File: config.mk
export PLATFORM = sky130hd
export DESIGN_NAME = fetch_stage
export DESIGN_NICKNAME = d
export VERILOG_FILES = /design/src/rtl/fetch_pkg.sv /design/src/rtl/fetch_stage_ifid_reg.sv /design/src/rtl/fetch_stage.sv
export SDC_FILE = /design/constraint.sdc
export NUM_CORES = 1
export LEC_CHECK = 0
export ABC_AREA = 1
export BUFFER_PORTS_ARGS = -buffer_cell sky130_fd_sc_hd__buf_2
export CAP_MARGIN = 0
export CORE_ASPECT_RATIO = 1.1
export CORE_MARGIN = 10
export CORE_UTILIZATION = 55
export DETAILED_ROUTE_END_ITERATION = 6
export PLACE_DENSITY = 0.8
export SLEW_MARGIN = 10
export SYNTH_ARGS = -nofsm -noshare
export SYNTH_HDL_FRONTEND = slang
export SYNTH_SLANG_ARGS = --single-unit
export TNS_END_PERCENT = 50
File: constraint.sdc
create_clock -name clk -period 2 [get_ports clk]
set_input_delay 0 -clock clk [delete_from_list [all_inputs] [get_ports clk]]
set_output_delay 0 -clock clk [all_outputs]
set_load 0.02 [all_outputs]
File: src/rtl/fetch_pkg.sv
// Shared types and constants for the instruction-fetch stage and its IF/ID register.
package fetch_pkg;

   localparam int unsigned XLEN = 32;

   localparam logic [XLEN-1:0] NOP_INST = 32'h0000_0000;
   localparam logic [XLEN-1:0] PC_STEP  = 32'd4;

   typedef enum logic [1:0] {
      REQ     = 2'd0,
      HOLD    = 2'd1,
      DISCARD = 2'd2
   } fetch_state_t;

   typedef struct packed {
      logic [XLEN-1:0] pc4;
      logic [XLEN-1:0] inst;
      logic            valid;
   } ifid_t;

   localparam ifid_t IFID_BUBBLE = '{pc4: '0, inst: NOP_INST, valid: 1'b0};

   // Sequential PC increment; wraps modulo 2^32.
   function automatic logic [XLEN-1:0] pc_inc(input logic [XLEN-1:0] pc);
      return XLEN'(pc + PC_STEP);
   endfunction

endpackage

File: src/rtl/fetch_stage_ifid_reg.sv
// IF/ID pipeline register: flush beats load, hold blocks load, otherwise keeps its contents.
module ifid_reg
   import fetch_pkg::*;
(
   input  logic            clk,
   input  logic            rst,
   input  logic            load,
   input  logic            flush,
   input  logic            hold,
   input  logic [XLEN-1:0] load_pc4,
   input  logic [XLEN-1:0] load_inst,
   output logic [XLEN-1:0] ifid_pc4,
   output logic [XLEN-1:0] ifid_inst,
   output logic            ifid_valid
);

   ifid_t ifid_d;
   ifid_t ifid_q;

   always_comb begin
      ifid_d = ifid_q;
      if (flush) begin
         ifid_d = IFID_BUBBLE;
      end else if (load && !hold) begin
         ifid_d = '{pc4: load_pc4, inst: load_inst, valid: 1'b1};
      end
   end

   always_ff @(posedge clk) begin
      if (rst) begin
         ifid_q <= IFID_BUBBLE;
      end else begin
         ifid_q <= ifid_d;
      end
   end

   assign ifid_pc4   = ifid_q.pc4;
   assign ifid_inst  = ifid_q.inst;
   assign ifid_valid = ifid_q.valid;

endmodule

File: src/rtl/fetch_stage.sv
// Instruction fetch: owns the PC, sequences a variable-latency imem request and fills IF/ID.
module fetch_stage
   import fetch_pkg::*;
#(
   parameter logic [31:0] RESET_PC = 32'h0000_0000
) (
   input  logic        clk,
   input  logic        rst,
   input  logic        pc_write,
   input  logic        ifid_write,
   input  logic        redirect,
   input  logic [31:0] redirect_pc,
   output logic        imem_req,
   output logic [31:0] imem_addr,
   input  logic [31:0] imem_rdata,
   input  logic        imem_ready,
   output logic [31:0] ifid_pc4,
   output logic [31:0] ifid_inst,
   output logic        ifid_valid
);

   fetch_state_t    state_d, state_q;
   logic [XLEN-1:0] pc_d, pc_q;
   logic [XLEN-1:0] hold_inst_d, hold_inst_q;
   logic [XLEN-1:0] pending_d, pending_q;

   logic            advance;
   logic            ifid_load;
   logic            ifid_flush;
   logic [XLEN-1:0] ifid_load_inst;
   logic [XLEN-1:0] pc_plus4;

   assign advance  = pc_write & ifid_write;
   assign pc_plus4 = pc_inc(pc_q);

   // The address only moves on a state/pc update, so it is stable across wait states.
   assign imem_req  = (state_q != HOLD) && !rst;
   assign imem_addr = pc_q;

   always_comb begin
      state_d        = state_q;
      pc_d           = pc_q;
      hold_inst_d    = hold_inst_q;
      pending_d      = pending_q;
      ifid_load      = 1'b0;
      ifid_flush     = 1'b0;
      ifid_load_inst = imem_rdata;

      unique case (state_q)
         REQ: begin
            if (imem_ready) begin
               if (redirect) begin
                  pc_d       = redirect_pc;
                  ifid_flush = 1'b1;
               end else if (advance) begin
                  ifid_load = 1'b1;
                  pc_d      = pc_plus4;
               end else begin
                  hold_inst_d = imem_rdata;
                  state_d     = HOLD;
               end
            end else begin
               if (redirect) begin
                  pending_d  = redirect_pc;
                  ifid_flush = 1'b1;
                  state_d    = DISCARD;
               end else if (advance) begin
                  ifid_flush = 1'b1;
               end
            end
         end

         HOLD: begin
            if (redirect) begin
               pc_d       = redirect_pc;
               ifid_flush = 1'b1;
               state_d    = REQ;
            end else if (advance) begin
               ifid_load      = 1'b1;
               ifid_load_inst = hold_inst_q;
               pc_d           = pc_plus4;
               state_d        = REQ;
            end
         end

         DISCARD: begin
            // The in-flight response belongs to the abandoned path; the newest target wins.
            if (redirect) begin
               pending_d = redirect_pc;
            end
            if (imem_ready) begin
               pc_d    = redirect ? redirect_pc : pending_q;
               state_d = REQ;
            end
            ifid_flush = advance | redirect;
         end

         default: begin
            state_d = REQ;
         end
      endcase
   end

   always_ff @(posedge clk) begin
      if (rst) begin
         state_q     <= REQ;
         pc_q        <= RESET_PC;
         hold_inst_q <= '0;
         pending_q   <= '0;
      end else begin
         state_q     <= state_d;
         pc_q        <= pc_d;
         hold_inst_q <= hold_inst_d;
         pending_q   <= pending_d;
      end
   end

   ifid_reg u_ifid_reg (
      .clk        (clk),
      .rst        (rst),
      .load       (ifid_load),
      .flush      (ifid_flush),
      .hold       (!ifid_write),
      .load_pc4   (pc_plus4),
      .load_inst  (ifid_load_inst),
      .ifid_pc4   (ifid_pc4),
      .ifid_inst  (ifid_inst),
      .ifid_valid (ifid_valid)
   );

endmodule

==> results of run 1 <==
==> flip-flops by register name, indices dropped and copies added (netlist names) <==
register,count
u_ifid_reg.ifid_pc4,32
state_q,2
imem_addr,32
u_ifid_reg.ifid_inst,32
u_ifid_reg.ifid_valid,1
pending_q,32
hold_inst_q,32
==> cell usage in the layout (no fill, tap or decap), types with 5 or more instances in the layout <==
cell type	count
bufinv_16	6
nor2_1	140
dlygate4sd3_1	55
o31ai_1	23
o21ai_0	176
inv_2	6
o21ai_1	34
dfxtp_1	163
clkbuf_16	17
buf_2	167
a21oi_1	125
xnor2_1	5
nand3_1	19
buf_4	23
inv_1	105
xor2_1	10
a31oi_1	9
nand2_1	232
o21a_1	18
==> worst paths after layout <==
kind / to / cells past startpoint / slack, ps / from
hold / removal: u_ifid_reg.ifid_inst[30] / 5 / 2 / imem_rdata[30]
setup / recovery: imem_addr[14] / 8 / 140 / imem_addr[3]
hold reg to reg: u_ifid_reg.ifid_pc4[5] / 2 / 460 / u_ifid_reg.ifid_pc4[5]
setup reg to reg: imem_addr[14] / 8 / 140 / imem_addr[3]
==> kinds of logic after synthesis <==
kind of cell,count (synthesis),synth area share
adders and majority gates,1,0.001587
xor gates and xnor gates,15,0.01667
DFF,163,0.4140
and+or+nand+nor,407,0.2027
buffers and inverters,188,0.09381
AOI/OAI and AO/OA,397,0.2713
==> metrics by stage <==
stage | hold WS, ps | cells | power (mW)
finish | 1.757 | 1560 | 8.513
global route | 31.84 | 1560 | 8.840
CTS | 1.563 | 1560 | 8.536
detailed placement | 280.6 | 1473 | 4.715
global placement | 266.2 | 1473 | 4.692
floorplan | 71.49 | 1171 | 4.325
==> critical path: stages, from the launching register on <==
cell and delay [ps]:
dfxtp_1 390, ha_1 210, nand2_1 70, nor2_2 160, nand2_1 180, nor2_1 290, xor2_1 250, nand2_1 100
a21oi_1 140
==> metal layers <==
layer / global-route usage / vias up
met3: 0.07586 / 58
li1: - / 4218
met1: 0.2679 / 3787
met2: 0.4182 / 281
met4: 0.1394 / 0
met5: 0 / -
==> layout make-up <==
class | count | area, um^2
clock buffer | 19 | 452.9
clock inverter | 13 | 227.7
fill | 1185 | 3847
inverter | 111 | 416.7
multi-input combinational | 820 | 3885
sequential | 163 | 3263
tap | 188 | 235.2
timing repair buffer | 246 | 1579
==> power by group <==
group	internal (mW)	total, mW	switching (mW)
combinational	0.421	1.18	0.758
sequential	3.43	3.57	0.143
clock	2.41	3.76	1.35
==> what timing repair did <==
| action | 4_1_cts | 5_1_grt |
|---|---|---|
| resized for setup | 0 | 0 |
| hold buffers | 55 | 0 |
| hold endpoints to repair | 67 | 0 |
| setup endpoints to repair | 0 | 0 |
| setup buffers | 0 | 0 |
==> impl_metrics.csv, run 1 <==
group,metric,value,unit
clocking,path_clk_slew,60,ps
clocking,tritoncts,"done",
finish,final_nets,1430,
drt,routed_wl,24540,um
drt,drc_errors,0,
global_routing,grt_pass1_wl,39740,um
sta,rsz0062_at_grt,"no",
drt,via_count,8344,
placed_design,place_congestion,0.9290,
clocking,clk_latency,430,ps
sta,drv_slew,0,
global_routing,gr-usage-all-layers,0.2475,
synthesis,synthCells,1171,
placed_design,portBuffers,167,
synthesis,synth.distinct_cells,32,
global_routing,grt_pass1_vias,8075,
min_path,hold_path_class,"primary input to flip-flop",
placed_design,dpl_cell_area,8828,um^2
floorplanning,fp.dieW,134.1,um
status,run_status,"complete, no violations",
worst_setup_path,critPathArrivalTime,2220,ps
floorplanning,die_area,19530,um^2
sta,setup_violations,0,
clocking,numCtsBuffers,17,
run,drv_cap,0,
sta,hold_viol,0,
clocking,cts-htree-levels,4,
clocking,cts_root_buf,"clkbuf_16",
synthesis,seq_area_frac_synth,0.4140,
drt,via_per_inst,5.349,
drt,routedWlPerCell,15.73,um
clocking,cts.sinks,163,
floorplanning,core.rowCount,45,
pwr,vdd_drop_max,521.2,uV
finish,diodes,0,
floorplanning,coreArea,13910,um^2
drt,dr_wl_met3,1858,um
floorplanning,io_pins,168,
sta,fmax,537.7,MHz
synthesis,netlist_area,7883,um^2
global_routing,grt.overflow.total,0,
sta,fin_setup_tns,0,ps
sta,tightest_slew,687.4,ps
global_routing,antenna_found_initial,0,
synthesis,synth_edf_count,0,
worst_setup_path,cp-start-kind,"flip-flop",
sta,period_share,0.9298,
worst_setup_path,cp_max_fo,5,
floorplanning,start_util,0.5668,
synthesis,yosysTopAreaCell,"dfxtp_1",
global_routing,grt_max_degree,81,
clocking,clockBufferDepth,2,
synthesis,synthTopCellsByCount,"nand2_1, o21ai_0, dfxtp_1",
drt,wl_met1,9486,um
synthesis,syn_area_per_cell,6.731,um^2
worst_setup_path,critical_path_class,"flip-flop to flip-flop",
finish,final_util,0.7233,
synthesis,synthTopCellsByArea,"dfxtp_1, o21ai_0, nand2_1",
drt,antenna_left,0,
pwr,leakage,4.559,nW
synthesis,yosysWarnings,0,
floorplanning,die_height,145.6,um
sta,finClkSkew,6.894,ps
synthesis,ys.flop_type,"dfxtp_1",
sta,period_needed,1860,ps
placed_design,dp_slack,247.8,ps
finish,area_growth_syn_to_layout,27.62,%
drt,routed-wl-met2,12060,um
finish,design_area,10060,um^2
pwr,p_per_area,846.3,nW/um^2
finish,drive_gt1_frac,0.1727,
synthesis,syn-num-nets,1242,
worst_setup_path,critPathRequiredTime,2360,ps
worst_setup_path,crit_path_end_kind,"flip-flop",
synthesis,netlist.area_leader.share,0.4140,
synthesis,yosysMostFrequentCell,"nand2_1",
drt,first_pass_iters,6,
synthesis,synth_seq_cells,163,
drt,drt_iter0_markers,709,
synthesis,async_flop_share,0,
drt,top_layer,"met4",
sta,relSlewSlack,0.5417,
sta,fin_ws,140.4,ps
placed_design,hpwl,16730,um
Note: power is estimated with default switching activity, not from simulation.
==> run 2: changes to the inputs <==
Settings changed: MAX_ROUTING_LAYER set to met4.
==> impl_metrics.csv, run 2 (synthesized netlist as in run 1, its figures left out) <==
group,metric,value,unit
status,run_status,"finished, violations left",
status,violations,"negative hold slack",
drt,drc_errors,0,
drt,antenna_left,0,
sta,whs,-2.150,ps
worst_setup_path,critPathMaxStageDelay,320,ps
worst_setup_path,cp_cell_sequence,"nor2_1 > inv_2 > nor3_4 > inv_2 > buf_12 > a21oi_1 > o21ai_1 > a21oi_1",
worst_setup_path,crit_path_end_kind,"flip-flop",
global_routing,antenna_found_initial,1,
worst_setup_path,critical_path_class,"flip-flop to flip-flop",
worst_setup_path,critPathRequiredTime,2350,ps
worst_setup_path,cp_max_fo,30,
worst_setup_path,crit_family,"buffers and inverters",
drt,first_pass_iters,5,
drt,routedWlPerCell,15.86,um
clocking,clk_latency,430,ps
sta,tightest_slew,678.6,ps
sta,drv_slew,0,
sta,fmax,562.1,MHz
floorplanning,fp.dieW,134.1,um
sta,fin_ws,221.1,ps
finish,design_area,9977,um^2
pwr,p_per_area,793.5,nW/um^2
drt,routed_wl,24700,um
placed_design,place_congestion,1.009,
finish,final_nets,1427,
global_routing,grt_pass1_vias,8202,
run,drv_cap,0,
sta,finClkSkew,7.983,ps
clocking,path_clk_slew,60,ps
placed_design,dp_slack,261.2,ps
floorplanning,io_pins,168,
floorplanning,core.rowCount,45,
clocking,numCtsBuffers,17,
clocking,tritoncts,"done",
pwr,leakage,4.522,nW
placed_design,hpwl,16550,um
sta,hold_viol,1,
finish,drive_gt1_frac,0.1718,
global_routing,gr-usage-all-layers,0.2580,
clocking,cts.repair.resized,0,
drt,via_per_inst,5.394,
floorplanning,die_area,19530,um^2
placed_design,dpl_cell_area,8871,um^2
sta,rsz0062_at_grt,"no",
worst_setup_path,critPathArrivalTime,2130,ps
floorplanning,start_util,0.5668,
global_routing,grt_pass1_wl,40340,um
worst_setup_path,critPathBufInv,3,
sta,period_needed,1779,ps
worst_setup_path,cp-start-kind,"flip-flop",
floorplanning,coreArea,13910,um^2
clocking,clockBufferDepth,2,
drt,drt_iter0_markers,675,
global_routing,grt_max_degree,95,
worst_setup_path,worstReg2RegStart,"state_q[1]",
sta,relSlewSlack,0.5476,
sta,fin_setup_tns,0,ps
clocking,cts.sinks,163,
worst_setup_path,startpoint,"state_q[1]",
drt,via_count,8398,
floorplanning,die_height,145.6,um
placed_design,dp.cells,1472,
global_routing,grt.overflow.total,0,
pwr,vdd_drop_max,523.6,uV
finish,stdcell_count,1557,
placed_design,portBuffers,167,
min_path,min-delay-start,"redirect_pc[21]",
sta,period_share,0.8895,
min_path,hold_path_class,"primary input to flip-flop",
finish,area_growth_syn_to_layout,26.57,%
clocking,cts-htree-levels,4,
finish,layout_common_cells,"nand2_1, o21ai_0, buf_2",
worst_setup_path,critPathSlowestCell,"dfxtp_1",
finish,layout_commonest_cell,"nand2_1",
sta,setup_violations,0,
clocking,cts_root_buf,"clkbuf_16",
==> run 2: timing repair <==
action	CTS	global route
endpoints found under the hold margin	60	0
hold buffers	53	0
setup buffers	0	0
==> run 2: worst paths after layout <==
| check | cells after the start | slack [ps] | end |
|---|---|---|---|
| worst max-delay path | 8 | 220 | u_ifid_reg.ifid_inst[16] |
| worst min-delay path | 5 | -2 | pending_q[21] |
| worst max register to register | 8 | 220 | u_ifid_reg.ifid_inst[16] |
| worst min register to register | 2 | 460 | u_ifid_reg.ifid_inst[24] |
==> run 2: layer usage <==
layer,GRT usage,routed length [um],vias to the layer above
met1,0.2797,9872,3808
li1,-,-,4218
met3,0.06690,1695,60
met2,0.4350,12160,312
met4,0.1127,971,0
met5,-,0,-
==> run 2: stage by stage <==
| stage | util | power [mW] |
|---|---|---|
| after floorplan | - | 4.325 |
| after CTS | 0.7172 | 7.926 |
| after global routing | 0.7174 | 8.271 |
| after detailed placement | 0.6379 | 4.727 |
| after global placement | 0.6379 | 4.705 |
| final | 0.7174 | 7.917 |
==> run 2: report_power, final <==
part	switching, mW	total, mW	internal (mW)
Combinational	0.768	1.19	0.427
Sequential	0.138	3.57	3.43
Clock	1.30	3.16	1.86
Total	2.20	7.92	5.72
==> run 2: layout make-up <==
| class | count | area [um^2] |
|---|---|---|
| multi-input cells | 820 | 3885 |
| flip-flops and latches | 163 | 3263 |
| inverters | 111 | 416.7 |
| fillers | 1189 | 3930 |
| repair buffers | 243 | 1602 |
| diodes | 1 | 2.502 |
| clock inverters | 9 | 78.83 |
| well taps | 188 | 235.2 |
| clock buffers | 22 | 494.2 |
==> run 2: worst min-delay path, stage by stage <==
cell	delay, ps
buf_2	80
nand2_1	50
o21ai_0	70
o21ai_0	80
a21oi_1	110
